$ cat config.mk
export PLATFORM = sky130hd
export DESIGN_NAME = gray_to_rgb_expander_flat
export DESIGN_NICKNAME = d
export VERILOG_FILES = /design/src/rtl/gray_to_rgb_expander_pkg.sv /design/src/rtl/gray_to_rgb_expander_if.sv /design/src/rtl/gray_to_rgb_expander_raster_tracker.sv /design/src/rtl/gray_to_rgb_expander.sv /design/src/flat_wrapper.sv
export SDC_FILE = /design/constraint.sdc
export NUM_CORES = 1
export LEC_CHECK = 0
export CORE_MARGIN = 2
export CORE_UTILIZATION = 41
export CTS_BUF_LIST = sky130_fd_sc_hd__clkbuf_16
export CTS_CLUSTER_DIAMETER = 80
export DETAILED_ROUTE_END_ITERATION = 12
export GPL_TIMING_DRIVEN = 0
export PLACE_DENSITY = 0.66
export SLEW_MARGIN = 20
export SYNTH_ARGS = -nofsm -noshare
export SYNTH_HDL_FRONTEND = slang
export SYNTH_SLANG_ARGS = --single-unit
$ cat constraint.sdc
create_clock -name iCLK -period 2.7 [get_ports iCLK]
set_clock_uncertainty 0.05 [all_clocks]
set_input_delay 0.27 -clock iCLK [delete_from_list [all_inputs] [get_ports iCLK]]
set_output_delay 0.27 -clock iCLK [all_outputs]
set_load 0.02 [all_outputs]
$ cat src/rtl/gray_to_rgb_expander_pkg.sv
// Shared display-path definitions: raster tracker state encoding, default
// panel geometry and the gray-to-12-bit colour expansion.
package gray_to_rgb_expander_pkg;

   // Default active geometry of the 800x480 LCD panel.
   localparam int         DEF_H_ACTIVE = 800;
   localparam int         DEF_V_ACTIVE = 480;

   // Default binary-mode threshold: gray at or above this value becomes white.
   localparam logic [7:0] DEF_THRESH   = 8'd128;

   // Raster tracker states.
   //   SYNC   : hunting for the next frame origin (0,0); anything else is dropped.
   //   ACTIVE : inside a frame, each pixel must match the expected position.
   typedef enum logic {
      SYNC   = 1'b0,
      ACTIVE = 1'b1
   } raster_state_t;

   // Expand one 8-bit gray sample to a 12-bit channel value.
   //   binMode = 0 : replicate the top nibble into the low bits so that
   //                 0x00 -> 0x000 and 0xFF -> 0xFFF (full-scale preserved).
   //   binMode = 1 : hard threshold, result is either black or full white.
   function automatic logic [11:0] expand_gray(
      input logic [7:0] gray,
      input logic       binMode,
      input logic [7:0] thresh
   );
      logic [11:0] chan;
      if (binMode) begin
         chan = (gray >= thresh) ? 12'hFFF : 12'h000;
      end else begin
         chan = {gray, gray[7:4]};
      end
      return chan;
   endfunction

endpackage

$ cat src/rtl/gray_to_rgb_expander_if.sv
// Pixel stream bundle between the gray conversion stage, this expander and
// the LCD / frame-buffer write path.
//
// Transfer rule: the stream has no backpressure. A pixel is transferred on
// every rising iCLK edge where iDval=1; iGray/iX_Cont/iY_Cont/iMode are only
// meaningful in that cycle. On the output side a pixel is presented in every
// cycle with oDval=1; the consumer must take it in that cycle. oFrameDone and
// oSyncErr are single-cycle pulses aligned with the pixel slot they describe.
interface gray_to_rgb_expander_if;
   import gray_to_rgb_expander_pkg::*;

   // Upstream (gray) side.
   logic [7:0]    iGray;
   logic          iDval;
   logic [15:0]   iX_Cont;
   logic [15:0]   iY_Cont;
   logic          iMode;

   // Downstream (RGB) side.
   logic [11:0]   oRed;
   logic [11:0]   oGreen;
   logic [11:0]   oBlue;
   logic          oDval;
   logic [15:0]   oX_Cont;
   logic [15:0]   oY_Cont;
   logic          oFrameDone;
   logic          oSyncErr;
   logic [15:0]   oFrameCount;

   // Raster tracker state, exposed for observation.
   raster_state_t dbgState;

   // Source of gray pixels and sink of RGB pixels.
   modport master (
      output iGray, iDval, iX_Cont, iY_Cont, iMode,
      input  oRed, oGreen, oBlue, oDval, oX_Cont, oY_Cont,
      input  oFrameDone, oSyncErr, oFrameCount, dbgState
   );

   // The expander itself.
   modport slave (
      input  iGray, iDval, iX_Cont, iY_Cont, iMode,
      output oRed, oGreen, oBlue, oDval, oX_Cont, oY_Cont,
      output oFrameDone, oSyncErr, oFrameCount, dbgState
   );

endinterface

$ cat src/rtl/gray_to_rgb_expander_raster_tracker.sv
// Raster order tracker: decides, for each incoming valid pixel, whether it is
// accepted, dropped, or flags a sync error, and counts completed frames.
// The accept/error/done decision is combinational on the current pixel so the
// caller can register it together with the pixel data.
module gray_raster_tracker
   import gray_to_rgb_expander_pkg::*;
#(
   parameter int H_ACTIVE = DEF_H_ACTIVE,
   parameter int V_ACTIVE = DEF_V_ACTIVE
) (
   input  logic          iCLK,
   input  logic          iReset_n,
   input  logic          iDval,
   input  logic [15:0]   iX_Cont,
   input  logic [15:0]   iY_Cont,
   input  logic          iMode,
   output logic          oAccept,
   output logic          oSyncErr,
   output logic          oFrameDone,
   output logic          oPixMode,
   output logic [15:0]   oFrameCount,
   output raster_state_t oState
);

   localparam logic [15:0] LAST_X = 16'(H_ACTIVE - 1);
   localparam logic [15:0] LAST_Y = 16'(V_ACTIVE - 1);

   raster_state_t state;
   raster_state_t nextState;
   logic [15:0]   eX;
   logic [15:0]   eY;
   logic [15:0]   nextEx;
   logic [15:0]   nextEy;
   logic [15:0]   frameCount;
   logic [15:0]   nextFrameCount;
   logic          modeLatched;
   logic          nextMode;
   logic          isOrigin;
   logic          isExpected;
   logic          takePixel;
   logic          syncErr;
   logic          frameDone;

   // State register: FSM state, expected position, latched mode, frame count.
   always_ff @(posedge iCLK) begin
      if (!iReset_n) begin
         state       <= SYNC;
         eX          <= 16'd0;
         eY          <= 16'd0;
         modeLatched <= 1'b0;
         frameCount  <= 16'd0;
      end else begin
         state       <= nextState;
         eX          <= nextEx;
         eY          <= nextEy;
         modeLatched <= nextMode;
         frameCount  <= nextFrameCount;
      end
   end

   // Next-state logic and per-pixel accept / error / frame-done decision.
   always_comb begin
      nextState      = state;
      nextEx         = eX;
      nextEy         = eY;
      nextMode       = modeLatched;
      nextFrameCount = frameCount;
      takePixel      = 1'b0;
      syncErr        = 1'b0;
      frameDone      = 1'b0;
      isOrigin       = (iX_Cont == 16'd0) && (iY_Cont == 16'd0);
      isExpected     = (iX_Cont == eX) && (iY_Cont == eY);

      if (iDval) begin
         case (state)
            SYNC: begin
               // Only a frame origin ends the hunt; other pixels vanish quietly.
               takePixel = isOrigin;
            end
            ACTIVE: begin
               if (isExpected) begin
                  takePixel = 1'b1;
               end else begin
                  // Out of order. An origin is still usable as a fresh start,
                  // anything else forces a resync.
                  syncErr   = 1'b1;
                  takePixel = isOrigin;
                  if (!isOrigin) begin
                     nextState = SYNC;
                     nextEx    = 16'd0;
                     nextEy    = 16'd0;
                  end
               end
            end
            default: begin
               nextState = SYNC;
            end
         endcase
      end

      if (takePixel) begin
         // Mode only changes at a frame origin and applies to that pixel.
         if (isOrigin) begin
            nextMode = iMode;
         end
         nextState = ACTIVE;
         if (iX_Cont == LAST_X) begin
            nextEx = 16'd0;
            if (iY_Cont == LAST_Y) begin
               // Last pixel of the frame: close it and hunt for the next origin.
               nextEy         = 16'd0;
               frameDone      = 1'b1;
               nextFrameCount = frameCount + 16'd1;
               nextState      = SYNC;
            end else begin
               nextEy = iY_Cont + 16'd1;
            end
         end else begin
            nextEx = iX_Cont + 16'd1;
            nextEy = iY_Cont;
         end
      end
   end

   assign oAccept     = takePixel;
   assign oSyncErr    = syncErr;
   assign oFrameDone  = frameDone;
   assign oPixMode    = nextMode;
   assign oFrameCount = frameCount;
   assign oState      = state;

endmodule

$ cat src/rtl/gray_to_rgb_expander.sv
// Gray-to-RGB expander: two-stage pipeline between the gray conversion stage
// and the LCD / frame-buffer write path.
//   stage 1 : register the pixel and the tracker's accept/drop decision
//   stage 2 : expand the accepted pixel to 12-bit R/G/B and drive outputs
// Fixed latency of two clocks from input sample to registered outputs.
module gray_to_rgb_expander
   import gray_to_rgb_expander_pkg::*;
#(
   parameter int         H_ACTIVE = DEF_H_ACTIVE,
   parameter int         V_ACTIVE = DEF_V_ACTIVE,
   parameter logic [7:0] THRESH   = DEF_THRESH
) (
   input  logic                    iCLK,
   input  logic                    iReset_n,
   gray_to_rgb_expander_if.slave   pix
);

   // Tracker decision for the pixel currently on the inputs.
   logic          trkAccept;
   logic          trkSyncErr;
   logic          trkFrameDone;
   logic          trkPixMode;
   logic [15:0]   trkFrameCount;
   raster_state_t trkState;

   // Stage 1 registers.
   logic [7:0]    s1Gray;
   logic [15:0]   s1X;
   logic [15:0]   s1Y;
   logic          s1Accept;
   logic          s1SyncErr;
   logic          s1FrameDone;
   logic          s1Mode;

   // Stage 2 expansion result.
   logic [11:0]   chan;

   gray_raster_tracker #(
      .H_ACTIVE (H_ACTIVE),
      .V_ACTIVE (V_ACTIVE)
   ) u_tracker (
      .iCLK        (iCLK),
      .iReset_n    (iReset_n),
      .iDval       (pix.iDval),
      .iX_Cont     (pix.iX_Cont),
      .iY_Cont     (pix.iY_Cont),
      .iMode       (pix.iMode),
      .oAccept     (trkAccept),
      .oSyncErr    (trkSyncErr),
      .oFrameDone  (trkFrameDone),
      .oPixMode    (trkPixMode),
      .oFrameCount (trkFrameCount),
      .oState      (trkState)
   );

   // Stage 1: capture the pixel together with its accept/err/done verdict.
   always_ff @(posedge iCLK) begin
      if (!iReset_n) begin
         s1Gray      <= 8'd0;
         s1X         <= 16'd0;
         s1Y         <= 16'd0;
         s1Accept    <= 1'b0;
         s1SyncErr   <= 1'b0;
         s1FrameDone <= 1'b0;
         s1Mode      <= 1'b0;
      end else begin
         s1Gray      <= pix.iGray;
         s1X         <= pix.iX_Cont;
         s1Y         <= pix.iY_Cont;
         s1Accept    <= trkAccept;
         s1SyncErr   <= trkSyncErr;
         s1FrameDone <= trkFrameDone;
         s1Mode      <= trkPixMode;
      end
   end

   // The three channels are identical for a gray source.
   assign chan = expand_gray(s1Gray, s1Mode, THRESH);

   // Stage 2: drive outputs; dropped pixels leave colour and position untouched.
   always_ff @(posedge iCLK) begin
      if (!iReset_n) begin
         pix.oRed        <= 12'd0;
         pix.oGreen      <= 12'd0;
         pix.oBlue       <= 12'd0;
         pix.oX_Cont     <= 16'd0;
         pix.oY_Cont     <= 16'd0;
         pix.oDval       <= 1'b0;
         pix.oFrameDone  <= 1'b0;
         pix.oSyncErr    <= 1'b0;
         pix.oFrameCount <= 16'd0;
      end else begin
         pix.oDval       <= s1Accept;
         pix.oFrameDone  <= s1FrameDone;
         pix.oSyncErr    <= s1SyncErr;
         // The tracker count already includes this slot's frame-done, so the
         // new count appears together with the oFrameDone pulse.
         pix.oFrameCount <= trkFrameCount;
         if (s1Accept) begin
            pix.oRed    <= chan;
            pix.oGreen  <= chan;
            pix.oBlue   <= chan;
            pix.oX_Cont <= s1X;
            pix.oY_Cont <= s1Y;
         end
      end
   end

   assign pix.dbgState = trkState;

endmodule

$ cat src/flat_wrapper.sv
// flat-port wrapper written by rule: the top's interface ports become plain ports
module gray_to_rgb_expander_flat import gray_to_rgb_expander_pkg::*;
#(
   parameter int         H_ACTIVE = DEF_H_ACTIVE,
   parameter int         V_ACTIVE = DEF_V_ACTIVE,
   parameter logic [7:0] THRESH   = DEF_THRESH
)
  (iCLK, iReset_n, pix_iGray, pix_iDval, pix_iX_Cont, pix_iY_Cont, pix_iMode, pix_oRed, pix_oGreen, pix_oBlue, pix_oDval, pix_oX_Cont, pix_oY_Cont, pix_oFrameDone, pix_oSyncErr, pix_oFrameCount, pix_dbgState);
  gray_to_rgb_expander_if pix_i ();
  input  logic iCLK;
  input  logic iReset_n;
  input wire logic [$bits(pix_i.iGray)-1:0] pix_iGray;
  input wire logic [$bits(pix_i.iDval)-1:0] pix_iDval;
  input wire logic [$bits(pix_i.iX_Cont)-1:0] pix_iX_Cont;
  input wire logic [$bits(pix_i.iY_Cont)-1:0] pix_iY_Cont;
  input wire logic [$bits(pix_i.iMode)-1:0] pix_iMode;
  output wire logic [$bits(pix_i.oRed)-1:0] pix_oRed;
  output wire logic [$bits(pix_i.oGreen)-1:0] pix_oGreen;
  output wire logic [$bits(pix_i.oBlue)-1:0] pix_oBlue;
  output wire logic [$bits(pix_i.oDval)-1:0] pix_oDval;
  output wire logic [$bits(pix_i.oX_Cont)-1:0] pix_oX_Cont;
  output wire logic [$bits(pix_i.oY_Cont)-1:0] pix_oY_Cont;
  output wire logic [$bits(pix_i.oFrameDone)-1:0] pix_oFrameDone;
  output wire logic [$bits(pix_i.oSyncErr)-1:0] pix_oSyncErr;
  output wire logic [$bits(pix_i.oFrameCount)-1:0] pix_oFrameCount;
  output wire logic [$bits(pix_i.dbgState)-1:0] pix_dbgState;
  assign pix_i.iGray = pix_iGray;
  assign pix_i.iDval = pix_iDval;
  assign pix_i.iX_Cont = pix_iX_Cont;
  assign pix_i.iY_Cont = pix_iY_Cont;
  assign pix_i.iMode = pix_iMode;
  assign pix_oRed = pix_i.oRed;
  assign pix_oGreen = pix_i.oGreen;
  assign pix_oBlue = pix_i.oBlue;
  assign pix_oDval = pix_i.oDval;
  assign pix_oX_Cont = pix_i.oX_Cont;
  assign pix_oY_Cont = pix_i.oY_Cont;
  assign pix_oFrameDone = pix_i.oFrameDone;
  assign pix_oSyncErr = pix_i.oSyncErr;
  assign pix_oFrameCount = pix_i.oFrameCount;
  assign pix_dbgState = pix_i.dbgState;
  gray_to_rgb_expander #(.H_ACTIVE(H_ACTIVE), .V_ACTIVE(V_ACTIVE), .THRESH(THRESH)) u_core (.iCLK(iCLK), .iReset_n(iReset_n), .pix(pix_i));
endmodule
==> results of run 1 <==
## final timing paths
path,to,slack [ns],cells after the start,from
worst max register to register,u_core.u_tracker.oFrameCount[10],0.29,7,u_core.u_tracker.eX[13]
worst min-delay path,u_core.s1X[11],0.06,2,pix_iX_Cont[11]
worst max-delay path,u_core.u_tracker.oFrameCount[10],0.14,8,pix_iX_Cont[13]
worst min register to register,u_core.pix.oSyncErr,0.40,1,u_core.s1SyncErr
## timing repair
action,in CTS,in global routing
pin swaps,0,1
buffers inserted,0,1
resized for setup,2,6
endpoints found under the hold margin,0,0
setup endpoints to repair,6,19
## through the flow
stage,power (uW),cells,setup TNS (ns)
floorplan,2460,669,0
global placement,2590,976,-15.56
detailed placement,2590,976,-14.65
CTS,4750,1008,0
global route,4870,1009,0
finish,4710,1009,0
## where the power goes
group | internal [uW] | switching, uW
clock network | 1250 | 921
logic | 108 | 153
registers | 2270 | 8.25
total | 3630 | 1080
## layout by cell type, fill, tap and decap left out, drive strengths merged
cell / instances
a211oi: 1
a21oi: 15
a22oi: 1
a31o: 1
a31oi: 1
and2: 56
and3: 7
and4: 2
buf: 43
bufinv: 1
clkbuf: 39
clkdlybuf4s50: 116
clkinv: 6
clkinvlp: 4
dfxtp: 152
dlygate4sd2: 1
dlymetal6s2s: 2
ha: 5
inv: 15
mux2: 13
mux2i: 35
nand2: 54
nand2b: 2
nand3: 19
nand4: 20
nor2: 77
nor2b: 1
nor3: 14
nor4: 10
nor4b: 3
o21ai: 38
o31ai: 3
or2: 1
or3: 1
xnor2: 48
xor2: 14
## routing by layer
layer / global-route usage / wire length, microns / part of all wire
met4: 0.0853 / 421 / 0.026
met1: 0.256 / 7090 / 0.44
met2: 0.326 / 7610 / 0.48
met3: 0.0406 / 810 / 0.051
met5: 0 / 0 / 0
## worst max-delay path, stage by stage
cell and delay [ns]:
clkdlybuf4s50_1 0.56, xnor2_1 0.29, nand4_1 0.18, nor4_4 0.48
nand3_2 0.26, clkbuf_4 0.28, nor3_2 0.14, mux2_2 0.35
## registers in the layout, indices dropped and copies added (netlist names), 8 cells and up
signal / cells
u_core.u_tracker.oFrameCount: 16
u_core.pix.oX_Cont: 16
u_core.u_tracker.eX: 16
u_core.pix.oY_Cont: 16
u_core.s1X: 16
u_core.s1Gray: 8
u_core.pix.oRed: 8
u_core.pix.oFrameCount: 16
u_core.u_tracker.eY: 16
u_core.s1Y: 16
## cells by family (layout without fill, tap and decap cells)
| family | Yosys count | count (layout) |
|---|---|---|
| simple gates | 267 | 267 |
| flops | 152 | 152 |
| buf+inv | 75 | 227 |
| xor+xnor | 62 | 62 |
| compound gates | 60 | 60 |
| mux | 48 | 48 |
| fa+ha+maj | 5 | 5 |
## cell type report
type | count | area (sq um)
repair buffers | 120 | 1200
clock buffers | 17 | 425
well taps | 188 | 235
fillers | 1318 | 6770
flip-flops and latches | 152 | 3040
clock inverters | 15 | 115
multi-input cells | 442 | 2830
inverters | 11 | 41.3
plain buffers | 64 | 364
==> run_results.csv, run 1 <==
group,metric,value,unit
logic_synthesis,ys_warn_count,0,
clocking,clkTransAtPathRegs,0.06,ns
clocking,cts_made_buffers,17,
logic_synthesis,synth_seq_area_share,0.487,
cells_and_area,utilization,0.549,
logic_synthesis,syn_area,6250,sq um
global_route,antenna_found_initial,0,
flow_run,max_cap_violations,0,
logic_synthesis,synth_top_cell_area_share,0.487,
floorplanning,coreArea,15000,sq um
logic_synthesis,synth_xor_area_frac,0.0868,
logic_synthesis,synth_edf_count,0,
placement,io_buffers,119,
cells_and_area,drive_gt1_frac,0.102,
global_route,grt_pass1_vias,4737,
logic_synthesis,yosys-top-cells-area,"dfxtp_1 (49%), xnor2_1 (6.7%), and2_1 (5.6%)",
cells_and_area,nets,857,
cells_and_area,antenna_cells,0,
floorplanning,die_x,128,microns
outcome,status,"finished clean",
timing,fmax,0.391,GHz
drt,drc,0,
global_route,grt_max_degree,17,
power_and_ir_drop,power.density,571,nW/um^2
clocking,holdBufCountCts,0,
critical_path,critPathCaptureType,"register",
timing,worst_slew_margin_rel,0.514,
global_route,grt_pass1_wl,25000,microns
clocking,clock_latency,0.42,ns
critical_path,crit_path_start_kind,"primary input",
timing,tightest_slew,0.730,ns
timing,fin_crit_sh,0.946,
drt,drt_iter0_drc,337,
drt,drt-pass1-iter-count,5,
logic_synthesis,yosys-top-cells-count,"dfxtp_1 (152), nor2_1 (77), and2_1 (56), nand2_1 (54), xnor2_1 (48)",
critical_path,critPathRequiredTime,2.96,ns
clocking,cts.path.max_buffers,2,
drt,viasPerCell,4.98,
logic_synthesis,synth-compound-area-share,0.0508,
logic_synthesis,yosysTopAreaCell,"dfxtp_1",
logic_synthesis,synthesis.nets,718,
logic_synthesis,synth_seq_cells,152,
floorplanning,dieArea,16300,sq um
placement,pre_cts_slack,-0.496,ns
logic_synthesis,synthArstFlopShare,0,
floorplanning,start_util,0.416,
critical_path,crit_fanout,10,
logic_synthesis,syn_area_per_cell,9.35,sq um
placement,dpl.hpwl,12100,microns
placement,gp_congestion,0.943,
power_and_ir_drop,p_leak,0.00303,uW
timing,setup_violations,0,
timing,min_period,2.56,ns
drt,post_drt_wl_per_cell,15.8,microns
drt,via_count,5022,
timing,hold_viol_final,0,
global_route,grtUsageTotal,0.199,
timing,setup_ws,0.145,ns
logic_synthesis,muxShareOfSynthArea,0.0794,
critical_path,critPathKind,"primary input to register",
logic_synthesis,synthAdderAreaFrac,0.0100,
clocking,cts.sinks,152,
logic_synthesis,synth_most_common_cell,"dfxtp_1",
placement,dpl_cell_area,7680,sq um
timing,drv_slew,0,
drt,wirelength,15900,microns
cells_and_area,design_area,8260,sq um
logic_synthesis,synthFlopType,"dfxtp_1",
logic_synthesis,synthCells,669,
critical_path,critical_path_arrival,2.81,ns
drt,ant_nets,0,
logic_synthesis,synth_top_family_by_area,"simple AND/OR/NAND/NOR gates",
timing,hold_ws,0.0647,ns
clocking,htree_levels,4,
clocking,cts-root-buf,"clkbuf_16",
floorplanning,io_pins,132,
power_and_ir_drop,irDropWorstVdd,465,uV
worst_hold_path,hold_path.class,"primary input to register",
cells_and_area,area_delta_synth_final,32.1,%
floorplanning,fp.dieH,128,microns
logic_synthesis,synth_cell_types,39,
floorplanning,row_count,45,
logic_synthesis,synth_simple_gate_area_frac,0.222,
clocking,cts_tree,"yes",
timing,rsz0062_at_grt,"no",
global_route,overflow,0,
(Power assumes the default switching activity.)
==> inputs of run 2 (changes only) <==
--- a/config.mk
+++ b/config.mk
@@ -8,10 +8,9 @@
 export CORE_MARGIN = 2
 export CORE_UTILIZATION = 41
 export CTS_BUF_LIST = sky130_fd_sc_hd__clkbuf_16
-export CTS_CLUSTER_DIAMETER = 80
 export DETAILED_ROUTE_END_ITERATION = 12
+export DONT_BUFFER_PORTS = 1
 export GPL_TIMING_DRIVEN = 0
-export PLACE_DENSITY = 0.66
 export SLEW_MARGIN = 20
 export SYNTH_ARGS = -nofsm -noshare
 export SYNTH_HDL_FRONTEND = slang
==> run_results.csv, run 2 (synthesized netlist as in run 1, its figures left out) <==
group,metric,value,unit
worst_hold_path,holdPathStages,3,
clocking,cts-root-buf,"clkbuf_16",
floorplanning,die_x,128,microns
cells_and_area,antenna_cells,0,
worst_hold_path,min_from,"pix_iX_Cont[12]",
cells_and_area,area_delta_synth_final,17.1,%
clocking,clkTransAtPathRegs,0.06,ns
timing,setup_ws,0.182,ns
clocking,cts.sinks,152,
drt,drt_iter0_drc,436,
timing,worst_slew_margin_rel,0.521,
placement,dpl.hpwl,11300,microns
timing,min_period,2.52,ns
power_and_ir_drop,irDropWorstVdd,439,uV
power_and_ir_drop,p_total,4620,uW
floorplanning,io_pins,132,
critical_path,critical_path_arrival,2.77,ns
worst_hold_path,min_to,"u_core.u_tracker.eX[12]",
timing,tightest_slew,0.719,ns
placement,dpl_cell_area,6490,sq um
flow_run,max_cap_violations,0,
cells_and_area,fillCellCount,1413,
cells_and_area,design_area,7330,sq um
global_route,grt_pass1_wl,25200,microns
drt,viasPerCell,5.24,
critical_path,critPathKind,"register to register",
global_route,grt_pass1_vias,4680,
clocking,htree_levels,4,
drt,ant_nets,0,
timing,fin_crit_sh,0.933,
drt,drc,0,
cells_and_area,instances_no_fill,918,
timing,setup_violations,0,
cells_and_area,final_cell_mix,"dfxtp_1 (152), nor2_1 (77), and2_1 (56), nand2_1 (54), xnor2_1 (48)",
clocking,cts_made_buffers,17,
power_and_ir_drop,p_leak,0.00270,uW
placement,placedCellCount,857,
placement,gp_congestion,0.884,
floorplanning,start_util,0.416,
worst_hold_path,hold_path.class,"primary input to register",
outcome,status,"finished clean",
floorplanning,coreArea,15000,sq um
drt,via_count,4809,
critical_path,critPathRequiredTime,2.95,ns
critical_path,rrSetupSlack,0.18,ns
global_route,grtUsageTotal,0.202,
critical_path,crit_fanout,10,
power_and_ir_drop,power.density,631,nW/um^2
floorplanning,row_count,45,
critical_path,r2r-end,"u_core.u_tracker.oFrameCount[12]",
timing,drv_slew,0,
clocking,cts_tree,"yes",
drt,drt-pass1-iter-count,7,
critical_path,startpoint,"u_core.u_tracker.eY[12]",
floorplanning,fp.dieH,128,microns
timing,fmax,0.397,GHz
clocking,clock_latency,0.42,ns
critical_path,crit-reg2reg-launch,"u_core.u_tracker.eY[12]",
critical_path,crit_path_start_kind,"register",
drt,wirelength,16100,microns
placement,io_buffers,0,
global_route,grt_max_degree,17,
timing,hold_viol_final,0,
cells_and_area,nets,767,
placement,pre_cts_slack,-0.145,ns
global_route,antenna_found_initial,0,
drt,post_drt_wl_per_cell,17.5,microns
clocking,cts.path.max_buffers,2,
cells_and_area,drive_gt1_frac,0.111,
global_route,overflow,0,
critical_path,ff2ff_path_depth,7,
timing,finalSetupTns,0,ns
critical_path,critPathCaptureType,"register",
floorplanning,dieArea,16300,sq um
cells_and_area,layout_commonest_cell,"dfxtp_1",
## run 2: repair_timing
item | CTS | global route
hold buffers | 30 | 0
gates resized for setup | 0 | 4
hold endpoints to repair | 46 | 0
setup endpoints to repair | 0 | 18
buffers inserted | 0 | 0
## run 2: report_power, final
part	switching (uW)	total, uW	internal (uW)
Combinational	129	230	100
Clock	874	2110	1230
Sequential	8.51	2280	2280
Total	1010	4620	3610
## run 2: worst max-delay path: stages (launching register included)
cell and delay, ns:
dfxtp_1 0.32, xnor2_1 0.25, nand4_1 0.13, nor4_2 0.59, nand3_2 0.29, buf_2 0.28, nor3_2 0.14, mux2_2 0.35
## run 2: worst max path at each step
stage,slack (ns),cells after the start,endpoint
floorplan,0.58,8,u_core.u_tracker.oFrameCount[10]
global placement,-0.11,8,u_core.u_tracker.eX[14]
detailed placement,-0.14,8,u_core.u_tracker.oFrameCount[12]
CTS,0.13,7,u_core.u_tracker.oFrameCount[12]
global route,-0.007,10,u_core.u_tracker.eX[14]
finish,0.18,7,u_core.u_tracker.oFrameCount[12]
## run 2: cell type report
class	instances	area [sq um]	share of cell area
repair buffers	30	300	0.0410
clock inverters	14	96.3	0.0132
flip-flops and latches	152	3040	0.415
well taps	188	235	0.0321
clock buffers	17	425	0.0581
inverters	11	41.3	0.00564
plain buffers	64	363	0.0495
multi-input cells	442	2820	0.385
## run 2: routing by layer
metal,wire (microns),track usage
met1,6860,0.252
met2,7780,0.332
met3,1110,0.0586
met4,310,0.0750
met5,0,0
## run 2: through the flow
stage	util	hold WS, ns
2_1_floorplan	-	0.320
3_3_place_gp	0.432	0.326
3_5_place_dp	0.432	0.330
4_1_cts	0.486	0.00263
5_1_grt	0.487	0.0105
6_report	0.487	0.0156
